<file path="src/rtl/apple_placer_if.sv">
// Signal bundle linking apple_placer to the collision detector, snake body store and renderer.
// Occupancy handshake: occ_req rises with occ_x/occ_y stable and stays high until occ_ack is seen
// on a clock edge; occ_hit is meaningful only in that cycle; occ_req then drops for at least one cycle.
interface apple_placer_if;
  logic       eat;
  logic       occ_req;
  logic [5:0] occ_x;
  logic [4:0] occ_y;
  logic       occ_ack;
  logic       occ_hit;
  logic [5:0] apple_x;
  logic [4:0] apple_y;
  logic       apple_valid;
  logic       grow;
  logic       busy;
  logic       fail;

  modport master (
    input  eat, occ_ack, occ_hit,
    output occ_req, occ_x, occ_y, apple_x, apple_y, apple_valid, grow, busy, fail
  );

  modport slave (
    output eat, occ_ack, occ_hit,
    input  occ_req, occ_x, occ_y, apple_x, apple_y, apple_valid, grow, busy, fail
  );
endinterface

</file>
<file path="src/rtl/apple_placer.sv">
// Apple placement sequencer: random candidate draws checked against the snake body store,
// falling back to a row-major scan once the try budget is spent.
module apple_placer #(
  parameter int          X_MIN     = 1,
  parameter int          X_MAX     = 38,
  parameter int          Y_MIN     = 1,
  parameter int          Y_MAX     = 28,
  parameter int          MAX_TRIES = 8,
  parameter logic [15:0] LFSR_SEED = 16'hACE1,
  parameter int          RST_X     = 24,
  parameter int          RST_Y     = 10
) (
  input  logic           clk,
  input  logic           rst,
  apple_placer_if.master pl_bus,
  output logic [2:0]     state_o,
  output logic [15:0]    lfsr_o
);

  typedef enum logic [2:0] {
    S_IDLE   = 3'd0,
    S_DRAW   = 3'd1,
    S_QUERY  = 3'd2,
    S_SCAN   = 3'd3,
    S_COMMIT = 3'd4
  } state_e;

  localparam logic [5:0]  XMIN      = 6'(X_MIN);
  localparam logic [5:0]  XMAX      = 6'(X_MAX);
  localparam logic [4:0]  YMIN      = 5'(Y_MIN);
  localparam logic [4:0]  YMAX      = 5'(Y_MAX);
  localparam logic [3:0]  TRIES_LIM = 4'(MAX_TRIES);
  localparam logic [15:0] LFSR_MASK = 16'hB400;

  state_e      state_q, state_d;
  logic [15:0] lfsr_q, lfsr_d;
  logic [3:0]  tries_q, tries_d;
  logic        occ_req_q, occ_req_d;
  logic [5:0]  occ_x_q, occ_x_d;
  logic [4:0]  occ_y_q, occ_y_d;
  logic [5:0]  apple_x_q, apple_x_d;
  logic [4:0]  apple_y_q, apple_y_d;
  logic        valid_q, valid_d;
  logic        grow_q, grow_d;
  logic        busy_q, busy_d;
  logic        fail_q, fail_d;

  logic [5:0] raw_x;
  logic [4:0] raw_y;
  logic       in_range;
  logic [3:0] tries_inc;
  logic       ack_seen;

  assign raw_x     = lfsr_q[10:5];
  assign raw_y     = lfsr_q[4:0];
  assign in_range  = (raw_x >= XMIN) && (raw_x <= XMAX) && (raw_y >= YMIN) && (raw_y <= YMAX);
  assign tries_inc = tries_q + 4'd1;
  // An ack only counts while a request is actually outstanding.
  assign ack_seen  = occ_req_q && pl_bus.occ_ack;

  // Galois LFSR, free-running every cycle out of reset.
  assign lfsr_d = {1'b0, lfsr_q[15:1]} ^ (lfsr_q[0] ? LFSR_MASK : 16'h0000);

  always_ff @(posedge clk or negedge rst) begin
    if (!rst) begin
      state_q   <= S_IDLE;
      lfsr_q    <= LFSR_SEED;
      tries_q   <= 4'd0;
      occ_req_q <= 1'b0;
      occ_x_q   <= 6'd0;
      occ_y_q   <= 5'd0;
      apple_x_q <= 6'(RST_X);
      apple_y_q <= 5'(RST_Y);
      valid_q   <= 1'b1;
      grow_q    <= 1'b0;
      busy_q    <= 1'b0;
      fail_q    <= 1'b0;
    end else begin
      state_q   <= state_d;
      lfsr_q    <= lfsr_d;
      tries_q   <= tries_d;
      occ_req_q <= occ_req_d;
      occ_x_q   <= occ_x_d;
      occ_y_q   <= occ_y_d;
      apple_x_q <= apple_x_d;
      apple_y_q <= apple_y_d;
      valid_q   <= valid_d;
      grow_q    <= grow_d;
      busy_q    <= busy_d;
      fail_q    <= fail_d;
    end
  end

  always_comb begin
    state_d   = state_q;
    tries_d   = tries_q;
    occ_req_d = occ_req_q;
    occ_x_d   = occ_x_q;
    occ_y_d   = occ_y_q;
    apple_x_d = apple_x_q;
    apple_y_d = apple_y_q;
    valid_d   = valid_q;
    grow_d    = 1'b0;
    busy_d    = busy_q;
    fail_d    = fail_q;

    unique case (state_q)
      S_IDLE: begin
        // The grow cycle itself is spent in IDLE; apple_valid is already low so eat is masked.
        if (grow_q) begin
          state_d = S_DRAW;
        end else if (pl_bus.eat && valid_q && !fail_q) begin
          grow_d  = 1'b1;
          valid_d = 1'b0;
          busy_d  = 1'b1;
          tries_d = 4'd0;
        end
      end

      S_DRAW: begin
        occ_x_d = raw_x;
        occ_y_d = raw_y;
        if (in_range) begin
          state_d   = S_QUERY;
          occ_req_d = 1'b1;
        end else begin
          tries_d = tries_inc;
          if (tries_inc >= TRIES_LIM) begin
            state_d = S_SCAN;
            occ_x_d = XMIN;
            occ_y_d = YMIN;
          end
        end
      end

      S_QUERY: begin
        if (ack_seen) begin
          occ_req_d = 1'b0;
          if (!pl_bus.occ_hit) begin
            state_d = S_COMMIT;
          end else begin
            tries_d = tries_inc;
            if (tries_inc < TRIES_LIM) begin
              state_d = S_DRAW;
            end else begin
              state_d = S_SCAN;
              occ_x_d = XMIN;
              occ_y_d = YMIN;
            end
          end
        end
      end

      S_SCAN: begin
        // Request low here is the mandatory gap cycle before the next scan query.
        if (!occ_req_q) begin
          occ_req_d = 1'b1;
        end else if (ack_seen) begin
          occ_req_d = 1'b0;
          if (!pl_bus.occ_hit) begin
            state_d = S_COMMIT;
          end else if (occ_x_q == XMAX && occ_y_q == YMAX) begin
            fail_d  = 1'b1;
            busy_d  = 1'b0;
            state_d = S_IDLE;
          end else if (occ_x_q == XMAX) begin
            occ_x_d = XMIN;
            occ_y_d = occ_y_q + 5'd1;
          end else begin
            occ_x_d = occ_x_q + 6'd1;
          end
        end
      end

      S_COMMIT: begin
        apple_x_d = occ_x_q;
        apple_y_d = occ_y_q;
        valid_d   = 1'b1;
        busy_d    = 1'b0;
        state_d   = S_IDLE;
      end

      default: begin
        state_d = S_IDLE;
      end
    endcase
  end

  assign pl_bus.occ_req     = occ_req_q;
  assign pl_bus.occ_x       = occ_x_q;
  assign pl_bus.occ_y       = occ_y_q;
  assign pl_bus.apple_x     = apple_x_q;
  assign pl_bus.apple_y     = apple_y_q;
  assign pl_bus.apple_valid = valid_q;
  assign pl_bus.grow        = grow_q;
  assign pl_bus.busy        = busy_q;
  assign pl_bus.fail        = fail_q;
  assign state_o            = state_q;
  assign lfsr_o             = lfsr_q;

endmodule

</file>
<file path="src/flat_wrapper.sv">
// flat-port wrapper written by rule: the top's interface ports become plain ports
module apple_placer_flat 
#(
  parameter int          X_MIN     = 1,
  parameter int          X_MAX     = 38,
  parameter int          Y_MIN     = 1,
  parameter int          Y_MAX     = 28,
  parameter int          MAX_TRIES = 8,
  parameter logic [15:0] LFSR_SEED = 16'hACE1,
  parameter int          RST_X     = 24,
  parameter int          RST_Y     = 10
)
  (clk, rst, state_o, lfsr_o, pl_bus_eat, pl_bus_occ_ack, pl_bus_occ_hit, pl_bus_occ_req, pl_bus_occ_x, pl_bus_occ_y, pl_bus_apple_x, pl_bus_apple_y, pl_bus_apple_valid, pl_bus_grow, pl_bus_busy, pl_bus_fail);
  apple_placer_if pl_bus_i ();
  input  logic clk;
  input  logic rst;
  output logic [2:0] state_o;
  output logic [15:0] lfsr_o;
  input wire logic [$bits(pl_bus_i.eat)-1:0] pl_bus_eat;
  input wire logic [$bits(pl_bus_i.occ_ack)-1:0] pl_bus_occ_ack;
  input wire logic [$bits(pl_bus_i.occ_hit)-1:0] pl_bus_occ_hit;
  output wire logic [$bits(pl_bus_i.occ_req)-1:0] pl_bus_occ_req;
  output wire logic [$bits(pl_bus_i.occ_x)-1:0] pl_bus_occ_x;
  output wire logic [$bits(pl_bus_i.occ_y)-1:0] pl_bus_occ_y;
  output wire logic [$bits(pl_bus_i.apple_x)-1:0] pl_bus_apple_x;
  output wire logic [$bits(pl_bus_i.apple_y)-1:0] pl_bus_apple_y;
  output wire logic [$bits(pl_bus_i.apple_valid)-1:0] pl_bus_apple_valid;
  output wire logic [$bits(pl_bus_i.grow)-1:0] pl_bus_grow;
  output wire logic [$bits(pl_bus_i.busy)-1:0] pl_bus_busy;
  output wire logic [$bits(pl_bus_i.fail)-1:0] pl_bus_fail;
  assign pl_bus_i.eat = pl_bus_eat;
  assign pl_bus_i.occ_ack = pl_bus_occ_ack;
  assign pl_bus_i.occ_hit = pl_bus_occ_hit;
  assign pl_bus_occ_req = pl_bus_i.occ_req;
  assign pl_bus_occ_x = pl_bus_i.occ_x;
  assign pl_bus_occ_y = pl_bus_i.occ_y;
  assign pl_bus_apple_x = pl_bus_i.apple_x;
  assign pl_bus_apple_y = pl_bus_i.apple_y;
  assign pl_bus_apple_valid = pl_bus_i.apple_valid;
  assign pl_bus_grow = pl_bus_i.grow;
  assign pl_bus_busy = pl_bus_i.busy;
  assign pl_bus_fail = pl_bus_i.fail;
  apple_placer #(.X_MIN(X_MIN), .X_MAX(X_MAX), .Y_MIN(Y_MIN), .Y_MAX(Y_MAX), .MAX_TRIES(MAX_TRIES), .LFSR_SEED(LFSR_SEED), .RST_X(RST_X), .RST_Y(RST_Y)) u_core (.clk(clk), .rst(rst), .pl_bus(pl_bus_i), .state_o(state_o), .lfsr_o(lfsr_o));
endmodule
</file>
<file path="config.mk">
export PLATFORM = sky130hd
export DESIGN_NAME = apple_placer_flat
export DESIGN_NICKNAME = d
export VERILOG_FILES = /design/src/rtl/apple_placer_if.sv /design/src/rtl/apple_placer.sv /design/src/flat_wrapper.sv
export SDC_FILE = /design/constraint.sdc
export NUM_CORES = 1
export LEC_CHECK = 0
export BUFFER_PORTS_ARGS = -buffer_cell sky130_fd_sc_hd__buf_4
export CAP_MARGIN = 20
export CORE_ASPECT_RATIO = 1.4
export CORE_MARGIN = 1
export CORE_UTILIZATION = 25
export DETAILED_ROUTE_END_ITERATION = 12
export PLACE_DENSITY = 0.44
export SLEW_MARGIN = 20
export SYNTH_ARGS = -nofsm -noshare
export SYNTH_HDL_FRONTEND = slang
export SYNTH_SLANG_ARGS = --single-unit
</file>
<file path="constraint.sdc">
create_clock -name clk -period 2.7 [get_ports clk]
set_input_delay 0.54 -clock clk [delete_from_list [all_inputs] [get_ports clk]]
set_output_delay 0.54 -clock clk [all_outputs]
set_load 0.03 [all_outputs]
</file>
==> metrics.md, run 1 <==
| Metric | Value |
|---|---|
| Root buffer cell | clkbuf_16 |
| CTS resizes | 0 |
| Clock skew | 0.00886 ns |
| I/O Pins | 51 |
| VDD IR max | 0.243 mV |
| Largest net degree at the start of global routing | 51 |
| Post-synth EDFFs | 0 |
| Min cycle time layout | 2.11 ns |
| Total Routing Usage GR | 12.5% |
| Placed Instances | 387 |
| Antenna violations before repair | 0 |
| Residual DRC | 0 |
| Power Density | 886 nW/um^2 |
| Max-slew violations | 0 |
| TritonCTS clock tree | built |
| Multi-input logic area | 1030 um^2 |
| Synth Instances | 224 |
| TritonCTS buffer count | 5 |
| I/O Buffers | 50 |
| Worst-Margin Slew | 0.710 ns |
| First-pass GRT wire length | 10.0 mm |
| Post-CTS Setup Bufs | 0 |
| Final setup TNS | 0 ns |
| Crit path max fanout | 10 |
| Fin cells | 395 |
| Status | finished clean |
| Leakage dissipation | 1.41 nW |
| Post-Place Worst Slack | 0.560 ns |
| Routability cong. | 0.714 |
| Worst setup startpoint | u_core.pl_bus.occ_x[0]$_DFFE_PN0P_ |
| Proportion of layout cells with a drive suffix above 1 | 36.1% |
| Mapped Avg Cell Area | 11.1 um^2 |
| FP Rows | 42 |
| Initial Util | 26.0% |
| Critical Path AT | 2.26 ns |
| Worst-case clock buffer depth | 2 |
| Synth unique cells | 59 |
| Clk Latency, worst-skew pair | 0.29 ns |
| Initial drt markers | 77 |
| Vias post-DR | 1,854 |
| Post-synth top area cell | dfrtp_1 |
| Unrepaired setup endpoints after global routing | no |
| Post-synthesis net count | 234 |
| CP Class | reg -> reg |
| Die area | 10,400 um^2 |
| Max-cap violations | 0 |
| Post-Syn Area | 2490 um^2 |
| Area grow syn2layout | 22.4% |
| HPWL reported at the end of detailed placement | 4.29 mm |
| Crit start category | register |
| Worst setup EP type | register |
| FMAX | 473 MHz |
| Worst hold path type | in -> async |
| Most common cell after layout, fill and taps aside | buf_4 |
| Vias per Instance | 4.69 |
| Sequential Area | 1270 um^2 |
| Post-CTS Hold Buffers | 0 |
| Detailed Routing Iterations Pass 1 | 4 |
| Period Utilization, post-route | 78.3% |
| Filler cells | 1,041 |
| Ys flop type | dfrtp_1 |
| Core box area | 9560 um^2 |
| Worst-path clk slew | 0.07 ns |
| Most frequent cells in the layout | buf_4 (54), dfrtp_1 (37), o21ai_0 (14), dfstp_2 (13), mux2_2 (11) |
| Sink Count | 50 |
| Share of the synthesized area in the top cell type | 37.2% |
| Top cells by area, synth | dfrtp_1 (37%), dfstp_2 (14%), mux2_2 (5.0%), buf_4 (4.2%), o21ai_0 (2.8%) |
| Slew HR | 52.3% |
| YS warnings | 0 |
| Wire per inst | 15.5 um |
| Vias in the first global route | 1,868 |
| Antenna diode count | 0 |
| Htree depth | 2 |
| Global route overflow | 0 |
| Total Routed Length | 6.12 mm |
| Final ANT Viol Nets | 0 |
| Final Power | 0.00270 W |
| FF+latch count, synth | 50 |
| Die height | 120 um |
| Seq/Total Area, Yosys | 50.9% |
| Critical Path RT | 2.84 ns |
| R2r startpoint | u_core.pl_bus.occ_x[0]$_DFFE_PN0P_ |
| Nets | 272 |
| Ys async rst share | 100% |
| Final hold violations | 0 |
| Setup ws final | 0.587 ns |
| Die W | 86.3 um |
| Setup violators final | 0 |
## final timing paths
kind                                                         to  slack (ns)  cells after the start
min reg2reg                         u_core.lfsr_o[11]$_DFF_PN1_        0.40                      0
max reg2reg                  u_core.pl_bus.occ_y[2]$_DFFE_PN0P_        0.59                      7
min in group clk                    u_core.lfsr_o[11]$_DFF_PN1_        0.40                      0
max in group asynchronous         u_core.state_o[1]$_DFFE_PN0P_        1.97                      1
min                        u_core.pl_bus.apple_y[2]$_DFFE_PN0P_        0.26                      1
max                          u_core.pl_bus.occ_y[2]$_DFFE_PN0P_        0.59                      7
## metrics by stage
step	utilization, %	cell area, um^2	hold WS, ns
after floorplan	-	2490	0.244
after global placement	30.3	2900	0.377
after detailed placement	30.3	2900	0.371
after CTS	31.9	3050	0.309
after global routing	31.9	3050	0.328
final	31.9	3050	0.262
## synthesized netlist by cell type, types with 2 or more instances
master / count
a21o_1: 3
o21ai_0: 14
nand4_1: 3
dfstp_2: 13
buf_4: 14
or4_1: 3
o211ai_1: 3
o21ai_1: 3
buf_6: 3
mux2_4: 2
nand2_1: 9
dfrtp_1: 37
a21oi_1: 6
o2111ai_1: 2
nand3_1: 6
and2_1: 2
xor2_1: 4
mux2_2: 11
buf_2: 2
a31oi_1: 7
nor2_1: 10
nand3b_1: 3
nor4_1: 2
a311oi_1: 2
inv_1: 9
clkbuf_1: 4
nor3_1: 9
and3_1: 2
a211oi_1: 2
ha_1: 5
## routing by layer
layer	part of all wire [%]	up-vias	GRT usage (%)
met5	0	-	0
met4	1.4	0	4.38
met3	3.3	5	2.34
met2	49	34	20.8
met1	46	922	16.1
li1	-	893	-
## critical path, cell delays in order, from the launching register on
cell and delay (ns):
dfrtp_1 0.44, inv_1 0.10, ha_1 0.16, nand4b_2 0.20
o311ai_1 0.31, o2111ai_1 0.39, o21ai_0 0.26, o21ai_0 0.11
## cell type report
| cell class | instances | area share (%) |
|---|---|---|
| Clock buffer | 5 | 4.11 |
| Timing Repair Buffer | 54 | 13.3 |
| Sequential cell | 50 | 41.6 |
| Clock inverter | 3 | 0.698 |
| Inverter | 10 | 1.23 |
| Tap cell | 132 | 5.42 |
| Multi-Input combinational cell | 141 | 33.7 |
## state kept, by name (all words and copies together) (netlist names), 3 cells and up
name	cells
u_core.state_o	3
u_core.lfsr_o	16
u_core.tries_q	4
u_core.pl_bus.apple_y	5
u_core.pl_bus.apple_x	6
u_core.pl_bus.occ_x	6
u_core.pl_bus.occ_y	5
## kinds of logic after synthesis
group | after synthesis | share of synthesized area, %
AND/OR/NAND/NOR | 59 | 13.6
buffers and inverters | 33 | 8.09
AO/OA/AOI/OAI | 58 | 16.6
flip-flops | 50 | 50.9
XOR/XNOR | 5 | 1.76
multiplexers | 14 | 6.58
adder cells (fa/ha/maj) | 5 | 2.51
## power breakdown
part	total [W]	switching (W)	internal, W
Combinational	0.00108	0.000651	0.000433
Clock	0.000630	0.000287	0.000344
Sequential	0.000988	0.000136	0.000853
Total	0.00270	0.00107	0.00163
Power figures use the tool's default switching activity.
==> run 2, diff against run 1 <==
- ABC_AREA: not set -> 1
- PLACE_DENSITY: 0.44 -> 0.43
- clock period: 2.7 -> 2.2 ns (I/O delays scaled with it)
==> metrics.md, run 2 <==
| Metric | Value |
|---|---|
| Nets | 379 (was 272) |
| Ys flop type | dfrtp_1 (unchanged) |
| Final setup TNS | 0 ns (unchanged) |
| Post-CTS Hold Buffers | 0 (unchanged) |
| Worst setup EP type | register (unchanged) |
| Core box area | 10,300 um^2 (was 9560 um^2) |
| Initial Util | 25.7% (was 26.0%) |
| Antenna violations before repair | 0 (unchanged) |
| Period Utilization, post-route | 81.8% (was 78.3%) |
| Critical Path RT | 2.43 ns (was 2.84 ns) |
| CP Class | reg -> reg (unchanged) |
| Antenna diode count | 0 (unchanged) |
| Largest stage delay, worst path | 0.46 ns (was 0.44 ns) |
| Die area | 11,000 um^2 (was 10,400 um^2) |
| Status | finished clean (unchanged) |
| Most instantiated library cell after synthesis | nand2_1 (was dfrtp_1) |
| Total Routing Usage GR | 11.8% (was 12.5%) |
| Vias per Instance | 4.18 (was 4.69) |
| Clk Latency, worst-skew pair | 0.29 ns (about the same) |
| Routability cong. | 0.771 (was 0.714) |
| Sink Count | 50 (unchanged) |
| FF+latch count, synth | 50 (unchanged) |
| Post-synth top area cell | dfrtp_1 (unchanged) |
| Worst-Margin Slew | 0.632 ns (was 0.710 ns) |
| HPWL reported at the end of detailed placement | 4.50 mm (was 4.29 mm) |
| Global route overflow | 0 (unchanged) |
| Top cells by area, synth | dfrtp_1 (35%), nand2_1 (13%), dfstp_2 (13%), nor2_1 (6.8%), inv_1 (5.1%) (was dfrtp_1 (37%), dfstp_2 (14%), mux2_2 (5.0%), buf_4 (4.2%), o21ai_0 (2.8%)) |
| Synth Instances | 331 (was 224) |
| Post-synthesis net count | 341 (was 234) |
| R2R Setup Slk | 0.40 ns (was 0.59 ns) |
| Critical Path AT | 2.03 ns (was 2.26 ns) |
| Seq/Total Area, Yosys | 47.7% (was 50.9%) |
| Worst-case clock buffer depth | 2 (unchanged) |
| Crit path max fanout | 13 (was 10) |
| CTS resizes | 0 (unchanged) |
| First-pass GRT wire length | 10.0 mm (about the same) |
| Residual DRC | 0 (unchanged) |
| Total Routed Length | 5.97 mm (was 6.12 mm) |
| VDD IR max | 0.256 mV (was 0.243 mV) |
| Ys async rst share | 100% (unchanged) |
| Worst hold path type | in -> async (unchanged) |
| Proportion of layout cells with a drive suffix above 1 | 24.6% (was 36.1%) |
| Max reg flops | 16 (unchanged) |
| I/O Buffers | 50 (unchanged) |
| Power Density | 539 nW/um^2 (was 886 nW/um^2) |
| Filler cells | 1,142 (was 1,041) |
| Htree depth | 2 (unchanged) |
| Most common cell after layout, fill and taps aside | nand2_1 (was buf_4) |
| Worst-path cell chain | inv_1, ha_1, nand3_1, nor2_2, nand3_2, nand3_4, nor2_4, inv_1, nand2_1, nand2_1 (was inv_1, ha_1, nand4b_2, o311ai_1, o2111ai_1, o21ai_0, o21ai_0) |
| Crit start category | register (unchanged) |
| Path depth of the worst reg2reg path | 10 (was 7) |
| Vias post-DR | 2,125 (was 1,854) |
| Initial drt markers | 101 (was 77) |
| Most frequent cells after synthesis | nand2_1 (94), nor2_1 (48), dfrtp_1 (37) (was dfrtp_1 (37), buf_4 (14), o21ai_0 (14)) |
| Vias in the first global route | 2,009 (was 1,868) |
| TritonCTS clock tree | built (unchanged) |
| Mapped Avg Cell Area | 8.03 um^2 (was 11.1 um^2) |
| Final hold violations | 0 (unchanged) |
| Most frequent cells in the layout | nand2_1 (94), buf_4 (50), nor2_1 (48), dfrtp_1 (37), inv_1 (36) (was buf_4 (54), dfrtp_1 (37), o21ai_0 (14), dfstp_2 (13), mux2_2 (11)) |
| Synth unique cells | 32 (was 59) |
| Share of the synthesized area in the top cell type | 34.9% (was 37.2%) |
| YS warnings | 0 (unchanged) |
| Unrepaired setup endpoints after global routing | no (unchanged) |
| Core Util, Final | 31.1% (was 31.9%) |
| Largest net degree at the start of global routing | 51 (unchanged) |
| FMAX | 556 MHz (was 473 MHz) |
| Worst-path clk slew | 0.07 ns (about the same) |
| Crit-path slowest cell | dfrtp_1 (unchanged) |
| Leakage dissipation | 1.64 nW (was 1.41 nW) |
| Clock skew | 0.00777 ns (was 0.00886 ns) |
| Post-CTS Setup Bufs | 0 (unchanged) |
| Max-cap violations | 0 (unchanged) |
| Wire per inst | 11.7 um (was 15.5 um) |
| Post-Syn Area | 2660 um^2 (was 2490 um^2) |
| Max-slew violations | 0 (unchanged) |
| Final ANT Viol Nets | 0 (unchanged) |
| Post-synth EDFFs | 0 (unchanged) |
| Min cycle time layout | 1.80 ns (was 2.11 ns) |
| Area grow syn2layout | 21.3% (was 22.4%) |
| TritonCTS buffer count | 5 (unchanged) |
| FP Rows | 44 (was 42) |
| I/O Pins | 51 (unchanged) |
| Die W | 89.1 um (was 86.3 um) |
| Slew HR | 57.8% (was 52.3%) |
| Root buffer cell | clkbuf_16 (unchanged) |
| Setup violators final | 0 (unchanged) |
| Detailed Routing Iterations Pass 1 | 4 (unchanged) |
| Die height | 124 um (was 120 um) |
==> run 2: area by class of cell <==
cell class / instances / area (um^2) / share of cell area, %
Multi-Input combinational cell: 222 / 1110 / 34.3
Tap cell: 138 / 173 / 5.36
Sequential cell: 50 / 1270 / 39.3
Inverter: 40 / 150 / 4.66
Clock inverter: 2 / 12.5 / 0.388
Timing Repair Buffer: 50 / 375 / 11.6
Clock buffer: 6 / 139 / 4.31
==> run 2: per-layer routing <==
layer	share of wire (%)	routed length [um]	vias up	GRT usage, %
met3	4.5	267	8	2.58
met2	49	2940	51	19.8
met4	1.8	110	0	3.87
met1	44	2640	979	14.9
li1	-	-	1087	-
met5	0	0	-	0
==> run 2: path summary, 6_finish.rpt <==
kind / from / to
worst max-delay path: u_core.pl_bus.occ_x[0]$_DFFE_PN0P_ / u_core.pl_bus.occ_y[3]$_DFFE_PN0P_
max in group asynchronous: rst / u_core.lfsr_o[9]$_DFF_PN0_
worst max register to register: u_core.pl_bus.occ_x[0]$_DFFE_PN0P_ / u_core.pl_bus.occ_y[3]$_DFFE_PN0P_
min in group clk: u_core.lfsr_o[12]$_DFF_PN0_ / u_core.lfsr_o[11]$_DFF_PN1_
worst min-delay path: rst / u_core.state_o[2]$_DFFE_PN0P_
worst min register to register: u_core.lfsr_o[12]$_DFF_PN0_ / u_core.lfsr_o[11]$_DFF_PN1_
==> run 2: kinds of logic (layout without fill, tap and decap cells) <==
| group | Yosys count | after routing | share of synthesized area (%) |
|---|---|---|---|
| compound gates | 25 | 25 | 5.65 |
| xor+xnor | 7 | 7 | 2.31 |
| fa+ha+maj | 5 | 5 | 2.36 |
| buf+inv | 59 | 98 | 10.6 |
| flops | 50 | 50 | 47.7 |
| simple gates | 185 | 185 | 31.3 |
==> run 2: through the flow <==
step | cell area [um^2] | total power [W] | worst slack (ns) | cells | hold WS (ns)
2_1_floorplan | 2660 | 0.000939 | 0.441 | 331 | 0.144
3_3_place_gp | 3070 | 0.000966 | 0.454 | 500 | 0.368
3_5_place_dp | 3070 | 0.000966 | 0.401 | 500 | 0.370
4_1_cts | 3220 | 0.00179 | 0.372 | 508 | 0.202
5_1_grt | 3220 | 0.00181 | 0.169 | 508 | 0.224
6_report | 3220 | 0.00174 | 0.401 | 508 | 0.178
==> run 2: power breakdown <==
part           switching, W  internal (W)  leakage (nW)
sequential                0      0.000920         0.615
clock              0.000341      0.000451        0.0729
combinational     0.0000214    0.00000508         0.951
total              0.000363       0.00138          1.64
==> run 2: critical path, delay by kind of cell, from the launching register on <==
family	cells	cell delay [ns]
DFF	1	0.46
and+or+nand+nor	7	0.87
adders and majority gates	1	0.15
buffers and inverters	2	0.26
==> run 3, diff against run 2 <==
- clock period: 2.2 -> 1.82 ns (I/O delays scaled with it)
==> metrics.md, run 3 (synthesis gave the netlist of run 2 again) <==
| Metric | Value |
|---|---|
| Status | finished clean (unchanged) |
| Min cycle time layout | 1.63 ns (was 1.80 ns) |
| Crit path max fanout | 10 (was 13) |
| Max-slew violations | 0 (unchanged) |
| Final ANT Viol Nets | 0 (unchanged) |
| Final Instance Area | 3330 um^2 (was 3220 um^2) |
| WP buf/inv | 2 (unchanged) |
| Core box area | 10,300 um^2 (unchanged) |
| Most frequent cells in the layout | nand2_1 (94), buf_4 (61), nor2_1 (47), inv_1 (36), dfrtp_1 (36) (was nand2_1 (94), buf_4 (50), nor2_1 (48), dfrtp_1 (37), inv_1 (36)) |
| Unrepaired setup endpoints after global routing | no (unchanged) |
| HPWL reported at the end of detailed placement | 4.57 mm (was 4.50 mm) |
| Max-cap violations | 0 (unchanged) |
| Worst hold path type | in -> async (unchanged) |
| Die area | 11,000 um^2 (unchanged) |
| FP Rows | 44 (unchanged) |
| Nets | 391 (was 379) |
| Worst-case clock buffer depth | 2 (unchanged) |
| Worst-path cell chain | inv_1, ha_1, nand3_1, nor2_2, nand3_2, nand3_4, buf_12, nand2_1, a21boi_2 (was inv_1, ha_1, nand3_1, nor2_2, nand3_2, nand3_4, nor2_4, inv_1, nand2_1, nand2_1) |
| Wire per inst | 11.7 um (about the same) |
| VDD IR max | 0.319 mV (was 0.256 mV) |
| Die height | 124 um (unchanged) |
| Critical Path AT | 1.81 ns (was 2.03 ns) |
| Vias per Instance | 4.06 (was 4.18) |
| Period Utilization, post-route | 89.4% (was 81.8%) |
| Crit-path slowest cell | dfrtp_2 (was dfrtp_1) |
| TritonCTS buffer count | 5 (unchanged) |
| Final setup TNS | 0 ns (unchanged) |
| Power Density | 633 nW/um^2 (was 539 nW/um^2) |
| Placed Instances | 508 (was 500) |
| Area grow syn2layout | 25.5% (was 21.3%) |
| Proportion of layout cells with a drive suffix above 1 | 27.5% (was 24.6%) |
| Worst-path clk slew | 0.07 ns (about the same) |
| Setup violators final | 0 (unchanged) |
| Initial drt markers | 112 (was 101) |
| Htree depth | 2 (unchanged) |
| Crit start category | register (unchanged) |
| Min Hold Slack | 0.0917 ns (was 0.178 ns) |
| Total Routed Length | 6.10 mm (was 5.97 mm) |
| Max reg flops | 16 (unchanged) |
| Antenna violations before repair | 0 (unchanged) |
| Global route overflow | 0 (unchanged) |
| First-pass GRT wire length | 9.97 mm (was 10.0 mm) |
| Crit-path leading delay family | simple AND/OR/NAND/NOR gates (unchanged) |
| Total Routing Usage GR | 11.9% (was 11.8%) |
| Residual DRC | 0 (unchanged) |
| Worst setup EP type | register (unchanged) |
| FMAX | 614 MHz (was 556 MHz) |
| Fin cells | 520 (was 508) |
| Most common cell after layout, fill and taps aside | nand2_1 (unchanged) |
| Post-Place Worst Slack | 0.121 ns (was 0.401 ns) |
| Routability cong. | 0.762 (was 0.771) |
| Worst-Margin Slew | 0.655 ns (was 0.632 ns) |
| Clock skew | 0.00890 ns (was 0.00777 ns) |
| Die W | 89.1 um (unchanged) |
| TritonCTS clock tree | built (unchanged) |
| Sink Count | 50 (unchanged) |
| Slew HR | 56.3% (was 57.8%) |
| Final hold violations | 0 (unchanged) |
| Cell Area, Placed | 3130 um^2 (was 3070 um^2) |
| Vias post-DR | 2,110 (was 2,125) |
| Vias in the first global route | 1,994 (was 2,009) |
| Initial Util | 25.7% (unchanged) |
| Critical Path RT | 2.00 ns (was 2.43 ns) |
| Largest net degree at the start of global routing | 51 (unchanged) |
| I/O Pins | 51 (unchanged) |
| Setup ws final | 0.192 ns (was 0.401 ns) |
| Leakage dissipation | 1.70 nW (was 1.64 nW) |
| I/O Buffers | 50 (unchanged) |
| Largest stage delay, worst path | 0.45 ns (was 0.46 ns) |
| Antenna diode count | 0 (unchanged) |
| Clk Latency, worst-skew pair | 0.29 ns (about the same) |
| Detailed Routing Iterations Pass 1 | 4 (unchanged) |
| CP Class | reg -> reg (unchanged) |
| Root buffer cell | clkbuf_16 (unchanged) |
==> run 3: final timing paths <==
check / startpoint / endpoint / slack, ns / cells past startpoint
max: u_core.pl_bus.occ_y[0]$_DFFE_PN0P_ / u_core.pl_bus.occ_x[3]$_DFFE_PN0P_ / 0.19 / 9
max in group asynchronous: rst / u_core.pl_bus.occ_y[0]$_DFFE_PN0P_ / 1.25 / 1
max reg2reg: u_core.pl_bus.occ_y[0]$_DFFE_PN0P_ / u_core.pl_bus.occ_x[3]$_DFFE_PN0P_ / 0.19 / 9
min reg2reg: u_core.lfsr_o[12]$_DFF_PN0_ / u_core.lfsr_o[11]$_DFF_PN1_ / 0.39 / 0
min in group clk: pl_bus_occ_hit / u_core.state_o[2]$_DFFE_PN0P_ / 0.36 / 4
min: rst / u_core.pl_bus.grow$_DFF_PN0_ / 0.09 / 1
==> run 3: layout make-up <==
cell class	instances	area, um^2
Clock inverter	2	12.5
Multi-Input combinational cell	222	1110
Timing Repair Buffer	62	478
Fill cell	1144	7020
Sequential cell	50	1270
Clock buffer	6	139
Inverter	40	150
Tap cell	138	173
==> run 3: power breakdown <==
group | leakage (nW) | switching [W] | total, W | internal (W)
sequential | 0.613 | 0 | 0.00111 | 0.00111
combinational | 1.01 | 0.0000265 | 0.0000340 | 0.00000751
clock | 0.0729 | 0.000420 | 0.000965 | 0.000545
total | 1.70 | 0.000447 | 0.00211 | 0.00166
==> run 3: through the flow <==
step / power [W] / util [%]
after detailed placement: 0.00117 / 30.3
after CTS: 0.00216 / 31.7
final: 0.00211 / 32.2
after floorplan: 0.00114 / -
after global routing: 0.00221 / 32.2
after global placement: 0.00117 / 30.3
==> run 3: metal layers <==
metal | part of all wire (%) | up-vias | global-route usage, %
met3 | 4.1 | 7 | 2.72
met5 | 0 | - | 0
met4 | 1.7 | 0 | 4.46
met2 | 47 | 45 | 19.3
li1 | - | 1115 | -
met1 | 47 | 943 | 15.4
==> run 3: repair_timing <==
item / in CTS / in global routing
buffers inserted: 0 / 4
endpoints found under the setup margin: 0 / 6
hold buffers: 0 / 0
gates resized for setup: 0 / 3
